===== src/rtl/hazard_ctrl.sv =====
// Pipeline hazard controller: load-use stalls, taken-branch flushes and memory-busy freezes.
// Optional statistics counters are enabled with the HAZARD_STATS_EN macro.
module hazard_ctrl #(
    parameter int BR_PENALTY = 1,
    parameter int CNT_W      = 16
) (
    input  logic             clk,
    input  logic             Reset,
    input  logic             MemRead_ex,
    input  logic [4:0]       rdAddr_ex,
    input  logic [4:0]       rs1Addr_id,
    input  logic [4:0]       rs2Addr_id,
    input  logic             rs1Used_id,
    input  logic             rs2Used_id,
    input  logic             BranchTaken_ex,
    input  logic             MemBusy,
    output logic             PCWrite,
    output logic             IF_ID_Write,
    output logic             IF_ID_Flush,
    output logic             ID_EX_Flush,
    output logic             Freeze,
    output logic [1:0]       state
`ifdef HAZARD_STATS_EN
    ,
    output logic [CNT_W-1:0] stall_cnt,
    output logic [CNT_W-1:0] flush_cnt,
    output logic [CNT_W-1:0] freeze_cnt
`endif
);

    typedef enum logic [1:0] {
        RUN      = 2'd0,
        LU_STALL = 2'd1,
        FLUSH    = 2'd2,
        FREEZE   = 2'd3
    } state_t;

    localparam logic [1:0] PEN_M1 = 2'(BR_PENALTY - 1);

    // Handshake-free block: every output is a level decision for the current cycle;
    // the pipeline registers it drives sample those levels on the next rising edge.
    state_t     state_q, state_d;
    state_t     saved_q, saved_d;
    state_t     eff_state;
    logic [1:0] cnt_q, cnt_d;
    logic       lu;
    logic       fire_stall;
    logic       fire_br;

    assign lu = MemRead_ex && (rdAddr_ex != 5'd0) &&
                ((rs1Used_id && (rs1Addr_id == rdAddr_ex)) ||
                 (rs2Used_id && (rs2Addr_id == rdAddr_ex)));

    assign state = state_q;

    always_comb begin
        PCWrite     = 1'b1;
        IF_ID_Write = 1'b1;
        IF_ID_Flush = 1'b0;
        ID_EX_Flush = 1'b0;
        Freeze      = 1'b0;
        state_d     = state_q;
        saved_d     = saved_q;
        cnt_d       = cnt_q;
        fire_stall  = 1'b0;
        fire_br     = 1'b0;
        // On release from a freeze, behave exactly as the state that was interrupted.
        eff_state   = (state_q == FREEZE) ? saved_q : state_q;

        if (!Reset) begin
            state_d = RUN;
            saved_d = RUN;
            cnt_d   = 2'd0;
        end else if (MemBusy) begin
            Freeze      = 1'b1;
            PCWrite     = 1'b0;
            IF_ID_Write = 1'b0;
            state_d     = FREEZE;
            if (state_q != FREEZE) begin
                saved_d = state_q;
            end
        end else begin
            case (eff_state)
                FLUSH: begin
                    // EX holds a bubble here, so a branch signal is meaningless.
                    IF_ID_Flush = 1'b1;
                    cnt_d       = cnt_q - 2'd1;
                    state_d     = (cnt_q == 2'd1) ? RUN : FLUSH;
                end
                default: begin
                    if (BranchTaken_ex) begin
                        IF_ID_Flush = 1'b1;
                        ID_EX_Flush = 1'b1;
                        cnt_d       = PEN_M1;
                        state_d     = (BR_PENALTY > 1) ? FLUSH : RUN;
                        fire_br     = 1'b1;
                    end else if (eff_state == LU_STALL) begin
                        state_d = RUN;
                    end else if (lu) begin
                        PCWrite     = 1'b0;
                        IF_ID_Write = 1'b0;
                        ID_EX_Flush = 1'b1;
                        state_d     = LU_STALL;
                        fire_stall  = 1'b1;
                    end else begin
                        state_d = RUN;
                    end
                end
            endcase
        end
    end

    always_ff @(posedge clk) begin
        if (!Reset) begin
            state_q <= RUN;
            saved_q <= RUN;
            cnt_q   <= 2'd0;
        end else begin
            state_q <= state_d;
            saved_q <= saved_d;
            cnt_q   <= cnt_d;
        end
    end

`ifdef HAZARD_STATS_EN
    logic [CNT_W-1:0] stall_cnt_q, stall_cnt_d;
    logic [CNT_W-1:0] flush_cnt_q, flush_cnt_d;
    logic [CNT_W-1:0] freeze_cnt_q, freeze_cnt_d;

    // Counters stick at all-ones rather than wrapping.
    always_comb begin
        stall_cnt_d  = stall_cnt_q;
        flush_cnt_d  = flush_cnt_q;
        freeze_cnt_d = freeze_cnt_q;
        if (fire_stall && (stall_cnt_q != '1)) begin
            stall_cnt_d = stall_cnt_q + 1'b1;
        end
        if (fire_br && (flush_cnt_q != '1)) begin
            flush_cnt_d = flush_cnt_q + 1'b1;
        end
        if (MemBusy && (freeze_cnt_q != '1)) begin
            freeze_cnt_d = freeze_cnt_q + 1'b1;
        end
    end

    always_ff @(posedge clk) begin
        if (!Reset) begin
            stall_cnt_q  <= '0;
            flush_cnt_q  <= '0;
            freeze_cnt_q <= '0;
        end else begin
            stall_cnt_q  <= stall_cnt_d;
            flush_cnt_q  <= flush_cnt_d;
            freeze_cnt_q <= freeze_cnt_d;
        end
    end

    assign stall_cnt  = stall_cnt_q;
    assign flush_cnt  = flush_cnt_q;
    assign freeze_cnt = freeze_cnt_q;
`else
    logic unused_stats;
    assign unused_stats = fire_stall ^ fire_br;
`endif

endmodule


===== config.mk =====
export PLATFORM = sky130hd
export DESIGN_NAME = hazard_ctrl
export DESIGN_NICKNAME = d
export VERILOG_FILES = /design/src/rtl/hazard_ctrl.sv
export SDC_FILE = /design/constraint.sdc
export NUM_CORES = 1
export LEC_CHECK = 0
export BUFFER_PORTS_ARGS = -buffer_cell sky130_fd_sc_hd__buf_4
export CAP_MARGIN = 10
export CORE_AREA = 2 2 39 41
export DETAILED_ROUTE_END_ITERATION = 16
export DIE_AREA = 0 0 41 43
export PLACE_DENSITY = 0.72
export SETUP_SLACK_MARGIN = 0.1
export SYNTH_ARGS = -nofsm -noshare
export SYNTH_HDL_FRONTEND = slang
export SYNTH_SLANG_ARGS = --single-unit
export TNS_END_PERCENT = 1

===== constraint.sdc =====
create_clock -name clk -period 1.5 [get_ports clk]
set_input_delay 0.3 -clock clk [delete_from_list [all_inputs] [get_ports clk]]
set_output_delay 0.3 -clock clk [all_outputs]
set_load 0.01 [all_outputs]

==> impl_metrics.toml, run 1 <==
[logic_synthesis]
synthTopCellsByCount = "xnor2_1 (10), dfxtp_1 (6), inv_1 (6), nand2_1 (6)"
synth-compound-area-share_pct = 19.5
syn-num-nets = 81
syn_area_per_cell_um2 = 7.62
synth-simple-area-share_pct = 22.9
async_flop_share_pct = 0
yosysMostFrequentCell = "xnor2_1"
synth_area_leaders = "dfxtp_1 (27%), xnor2_1 (20%), inv_1 (5.1%)"
yosysTopAreaCell = "dfxtp_1"
synth_top_family_by_area = "simple AND/OR/NAND/NOR gates"
seq_area_frac_synth_pct = 27.2
synth_top_cell_area_share_pct = 27.2
synth_xor_area_share_pct = 19.8
synth_fa_ha_area_share_pct = 2.83
synth_flop_cell = "dfxtp_1"
yosysWarnings = 0
ys_ff_latch = 6
synth_cell_types = 24
synth_cells = 58
netlist_area_um2 = 442
synth_edf_count = 0
muxShareOfSynthArea_pct = 0

[detailed_routing]
drt_iter0_drc = 1
num_vias = 517
detail-route-antenna-nets = 0
wl_per_cell_um = 11.0
routed_via_density = 4.79
routed_wirelength_um = 1190
firstDrtPassIters = 2
drc = 0

[critical_path]
worst-path-buf-inv = 2
cp_common_cell = "buf_4"
cp.arrival_ps = 1450
cp_max_fo = 3
end_kind = "output port"
slowest_delay_ps = 540
crit_path_end = "PCWrite"
cpMaxStageDelayCell = "or4_4"
setup.worst_path.start = "rdAddr_ex[1]"
cp.depth = 5
criticalPathCategory = "input pin to output port"
cp.required_ps = 1200
reg2reg_depth = 5
reg2reg_from = "saved_q[1]"
r2r_slack_ps = 340
cp_top_family = "simple AND/OR/NAND/NOR gates"
crit_chain = "buf_4, or4_4, o2111ai_4, o21a_1, buf_4"
cp-start-kind = "input pin"
timing.rr.end = "cnt_q[0]"

[grt]
grt-ovfl-total = 0
grt_max_degree = 11
grt_first_pass_wirelength_um = 1730
grt_pass1_vias = 467
antenna_found_initial = 0
gr-usage-all-layers_pct = 14.1

[cts]
max-clock-path-buffers = 2
clkTransAtPathRegs_ps = 50
cts_tree = "yes"
post_cts_buffers = 0
cts_sinks = 6
cts_buffers = 3
clk_latency_ps = 240
htree_levels = 1
cts_root_buffer = "clkbuf_4"

[sta]
slew_headroom_pct = 87.6
worst_slew_pin_slew_ps = 185
min_period_ps = 1750
finalHoldViolations = 0
slew_viol_final = 0
period_share_pct = 117
fmax_ghz = 0.572
finalWorstSetupSlack_ps = -249
finalClockSkew_ps = 3.43
rsz0062_at_grt = "true"
setup_viol_count_final = 4

[finish]
seqCellArea_um2 = 121
stdcell_count = 108
synthToLayoutAreaGrowth_pct = 72.5
fin_nets = 117
diodes = 0
drive_gt1_share_pct = 47.8
fill_cells = 137
design_area_um2 = 762
multi_input_area_um2 = 328

[placed_design]
hpwl_um = 981
placed_cells = 105
place_area_um2 = 698
pre_cts_ws_ps = -264
globalplace.congestion = 0.690
port_buffers = 28

[pwr]
ir_drop_uv = 491
power_leakage_nw = 0.346
power_density_nw_per_um2 = 649

[worst_hold_path]
hold_class = "input pin to flop"

[die]
core_area_um2 = 1380
ios = 29
die_h_um = 43
die_w_um = 41
die_area_um2 = 1760
start_util_pct = 31.9
num_rows = 14

[status]
status = "finished, violations left"
violations = "setup timing"

[job]
maxCapViolCount = 0
[logic make-up (layout without fill, tap and decap cells)]
group           Yosys count  after routing
compound gates           13             13
buf+inv                   8             42
xor+xnor                 10             10
simple gates             20             20
flops                     6              6
fa+ha+maj                 1              1
[sequential cells by signal, indices dropped and copies added (netlist names)]
signal   flops
saved_q      2
cnt_q        2
state        2
[how the worst min path moves through the flow]
stage	startpoint	to	slack, ps	cells after the start
floorplan	Reset	saved_q[1]	430	1
global placement	cnt_q[1]	cnt_q[1]	460	2
detailed placement	cnt_q[1]	cnt_q[1]	480	2
CTS	Reset	saved_q[1]	330	2
global route	Reset	saved_q[1]	340	2
finish	Reset	saved_q[1]	330	2
[metrics by stage]
| stage | hold slack (ps) | util [%] | power [W] | setup TNS (ps) |
|---|---|---|---|---|
| after CTS | 331 | 54.2 | 0.000495 | -814 |
| after global placement | 462 | 50.5 | 0.000334 | -741 |
| after detailed placement | 476 | 50.5 | 0.000337 | -756 |
| after global routing | 337 | 55.1 | 0.000525 | -1030 |
| after floorplan | 433 | - | 0.000249 | -173 |
| final | 332 | 55.1 | 0.000494 | -775 |
[cell usage in the layout (no fill, tap or decap), drive strengths merged, types with 2 or more instances in the layout]
| cell type | netlist | layout |
|---|---|---|
| o21ai | 5 | 5 |
| buf | 1 | 33 |
| xnor2 | 10 | 10 |
| nand2 | 6 | 6 |
| clkbuf | 1 | 3 |
| dfxtp | 6 | 6 |
| nor2 | 4 | 4 |
| nor2b | 2 | 2 |
| inv | 6 | 6 |
| a21oi | 3 | 3 |
| nand4 | 2 | 2 |
[final cells by class]
cell class | instances | share of cell area [%]
multi-input combinational | 44 | 43.0
timing repair buffer | 33 | 32.5
sequential | 6 | 15.9
clock buffer | 3 | 2.96
inverter | 6 | 2.96
tap | 16 | 2.63
[power by group]
part / switching, W / leakage [nW] / internal, W
logic: 0.0000694 / 0.282 / 0.0000996
clock network: 0.0000580 / 0.0138 / 0.0000905
registers: 0.00000669 / 0.0499 / 0.000170
total: 0.000134 / 0.346 / 0.000360
[per-layer routing]
layer / vias up / wire, µm / GRT usage (%)
met1: 227 / 442 / 14.9
met2: 27 / 593 / 25.3
met5: - / 0 / 0
met3: 0 / 156 / 3.66
li1: 263 / - / -
met4: 0 / 0 / 4.00
[repair_timing]
item | in CTS | in global routing
cloned | 0 | 0
pin swaps | 1 | 1
resized for setup | 8 | 1
setup endpoints to repair | 4 | 4
hold buffers | 0 | 0
Note: power is estimated with default switching activity, not from simulation.
==> run 2, diff against run 1 <==
--- a/config.mk
+++ b/config.mk
@@ -12,6 +12,7 @@
 export DIE_AREA = 0 0 41 43
 export PLACE_DENSITY = 0.72
 export SETUP_SLACK_MARGIN = 0.1
+export SKIP_CTS_REPAIR_TIMING = 1
 export SYNTH_ARGS = -nofsm -noshare
 export SYNTH_HDL_FRONTEND = slang
 export SYNTH_SLANG_ARGS = --single-unit
==> impl_metrics.toml, run 2 (same netlist as run 1, synthesis figures left out) <==
[status]
status = "finished, violations left"
violations = "setup timing"

[pwr]
switching_share_pct = 27.3
power_w = 0.000495
power_switching_w = 0.000135
comb_power_share_pct = 34.2
ir_drop_uv = 494
clkPwrFrac_pct = 30.2
p_int_w = 0.000360
power_density_nw_per_um2 = 651
seq_power_share_pct = 35.6
power_leakage_nw = 0.346

[die]
num_rows = 14
ios = 29
die_area_um2 = 1760
start_util_pct = 31.9
die_w_um = 41
die_h_um = 43
core_area_um2 = 1380

[finish]
fill_cells = 139
layout_common_cells = "buf_4 (34), xnor2_1 (10), inv_1 (6), nand2_1 (6), dfxtp_1 (6)"
diodes = 0
synthToLayoutAreaGrowth_pct = 72.2
fin_nets = 118
drive_gt1_share_pct = 45.2
final_core_utilization_pct = 55.0
layout_commonest_cell = "buf_4"

[detailed_routing]
firstDrtPassIters = 4
routed_wirelength_um = 1210
drt_iter0_drc = 5
drc = 0
detail-route-antenna-nets = 0
routed_via_density = 4.83
num_vias = 526
wl_per_cell_um = 11.1

[cts]
clk_latency_ps = 240
htree_levels = 1
max-clock-path-buffers = 2
cts_buffers = 3
clkTransAtPathRegs_ps = 50
cts_tree = "yes"
cts_sinks = 6
cts_root_buffer = "clkbuf_4"

[critical_path]
cp.required_ps = 1200
cpMaxStageDelayCell = "or4_4"
cp.arrival_ps = 1480
setup.worst_path.start = "rdAddr_ex[1]"
cp_max_fo = 3
end_kind = "output port"
reg2reg_from = "saved_q[1]"
crit_chain = "buf_4, or4_4, o2111ai_4, o21a_1, buf_4"
slowest_delay_ps = 540
cp_common_cell = "buf_4"
criticalPathCategory = "input pin to output port"
cp-start-kind = "input pin"

[sta]
slew_headroom_pct = 87.7
finalClockSkew_ps = 3.88
worst_slew_pin_slew_ps = 184
finalWorstSetupSlack_ps = -283
period_share_pct = 119
setup_viol_count_final = 4
fmax_ghz = 0.561
finalHoldViolations = 0
rsz0062_at_grt = "true"
slew_viol_final = 0
min_period_ps = 1780

[placed_design]
globalplace.congestion = 0.690
port_buffers = 28
hpwl_um = 981

[grt]
grt-ovfl-total = 0
antenna_found_initial = 0
gr-usage-all-layers_pct = 13.8
grt_max_degree = 11
grt_first_pass_wirelength_um = 1690
grt_pass1_vias = 457

[job]
maxCapViolCount = 0

[worst_hold_path]
hold_start = "Reset"
hold_class = "input pin to flop"
-- run 2: cell count changes in the layout (fill, tap and decap cells not counted), sizes merged --
cell / previous run / this run
buf: 33 / 34
-- run 2: worst max-delay path: cells and delay by family --
kind,cells,cell delay [ps]
AO/OA/AOI/OAI,2,390
buffers and inverters,2,250
AND/OR/NAND/NOR,1,540
-- run 2: worst paths after layout --
| path | endpoint | slack (ps) | depth (start not counted) |
|---|---|---|---|
| worst max-delay path | PCWrite | -280 | 5 |
| worst min-delay path | saved_q[1] | 330 | 2 |
| worst max register to register | cnt_q[0] | 190 | 6 |
| worst min register to register | cnt_q[1] | 480 | 2 |
-- run 2: area by class of cell --
type | instances | area, µm² | area share [%]
clock buffers | 3 | 22.5 | 2.96
inverters | 6 | 22.5 | 2.96
multi-input cells | 44 | 320 | 42.1
flip-flops and latches | 6 | 120 | 15.8
well taps | 16 | 20.0 | 2.63
repair buffers | 34 | 255 | 33.6
-- run 2: routing by layer --
metal	track usage (%)	wire (µm)
met4	4.00	8
met2	25.0	603
met5	0	0
met3	3.66	172
met1	14.3	430
-- run 2: power groups by stage --
stage	clock, W	combinational, W	sequential (W)
3_5_place_dp	0	0.000159	0.000178
6_report	0.000150	0.000169	0.000176
5_1_grt	0.000160	0.000186	0.000178
4_1_cts	0.000150	0.000160	0.000175
3_3_place_gp	0	0.000156	0.000178
2_1_floorplan	0	0.0000692	0.000180
-- run 2: stage by stage --
stage	TNS, ps	hold slack, ps	instance area [µm²]	cells	worst slack, ps
after floorplan	-173	433	442	58	-156
after global placement	-741	462	698	105	-253
after detailed placement	-756	476	698	105	-264
after CTS	-962	331	721	108	-270
after global routing	-1250	341	761	109	-343
final	-962	333	761	109	-283
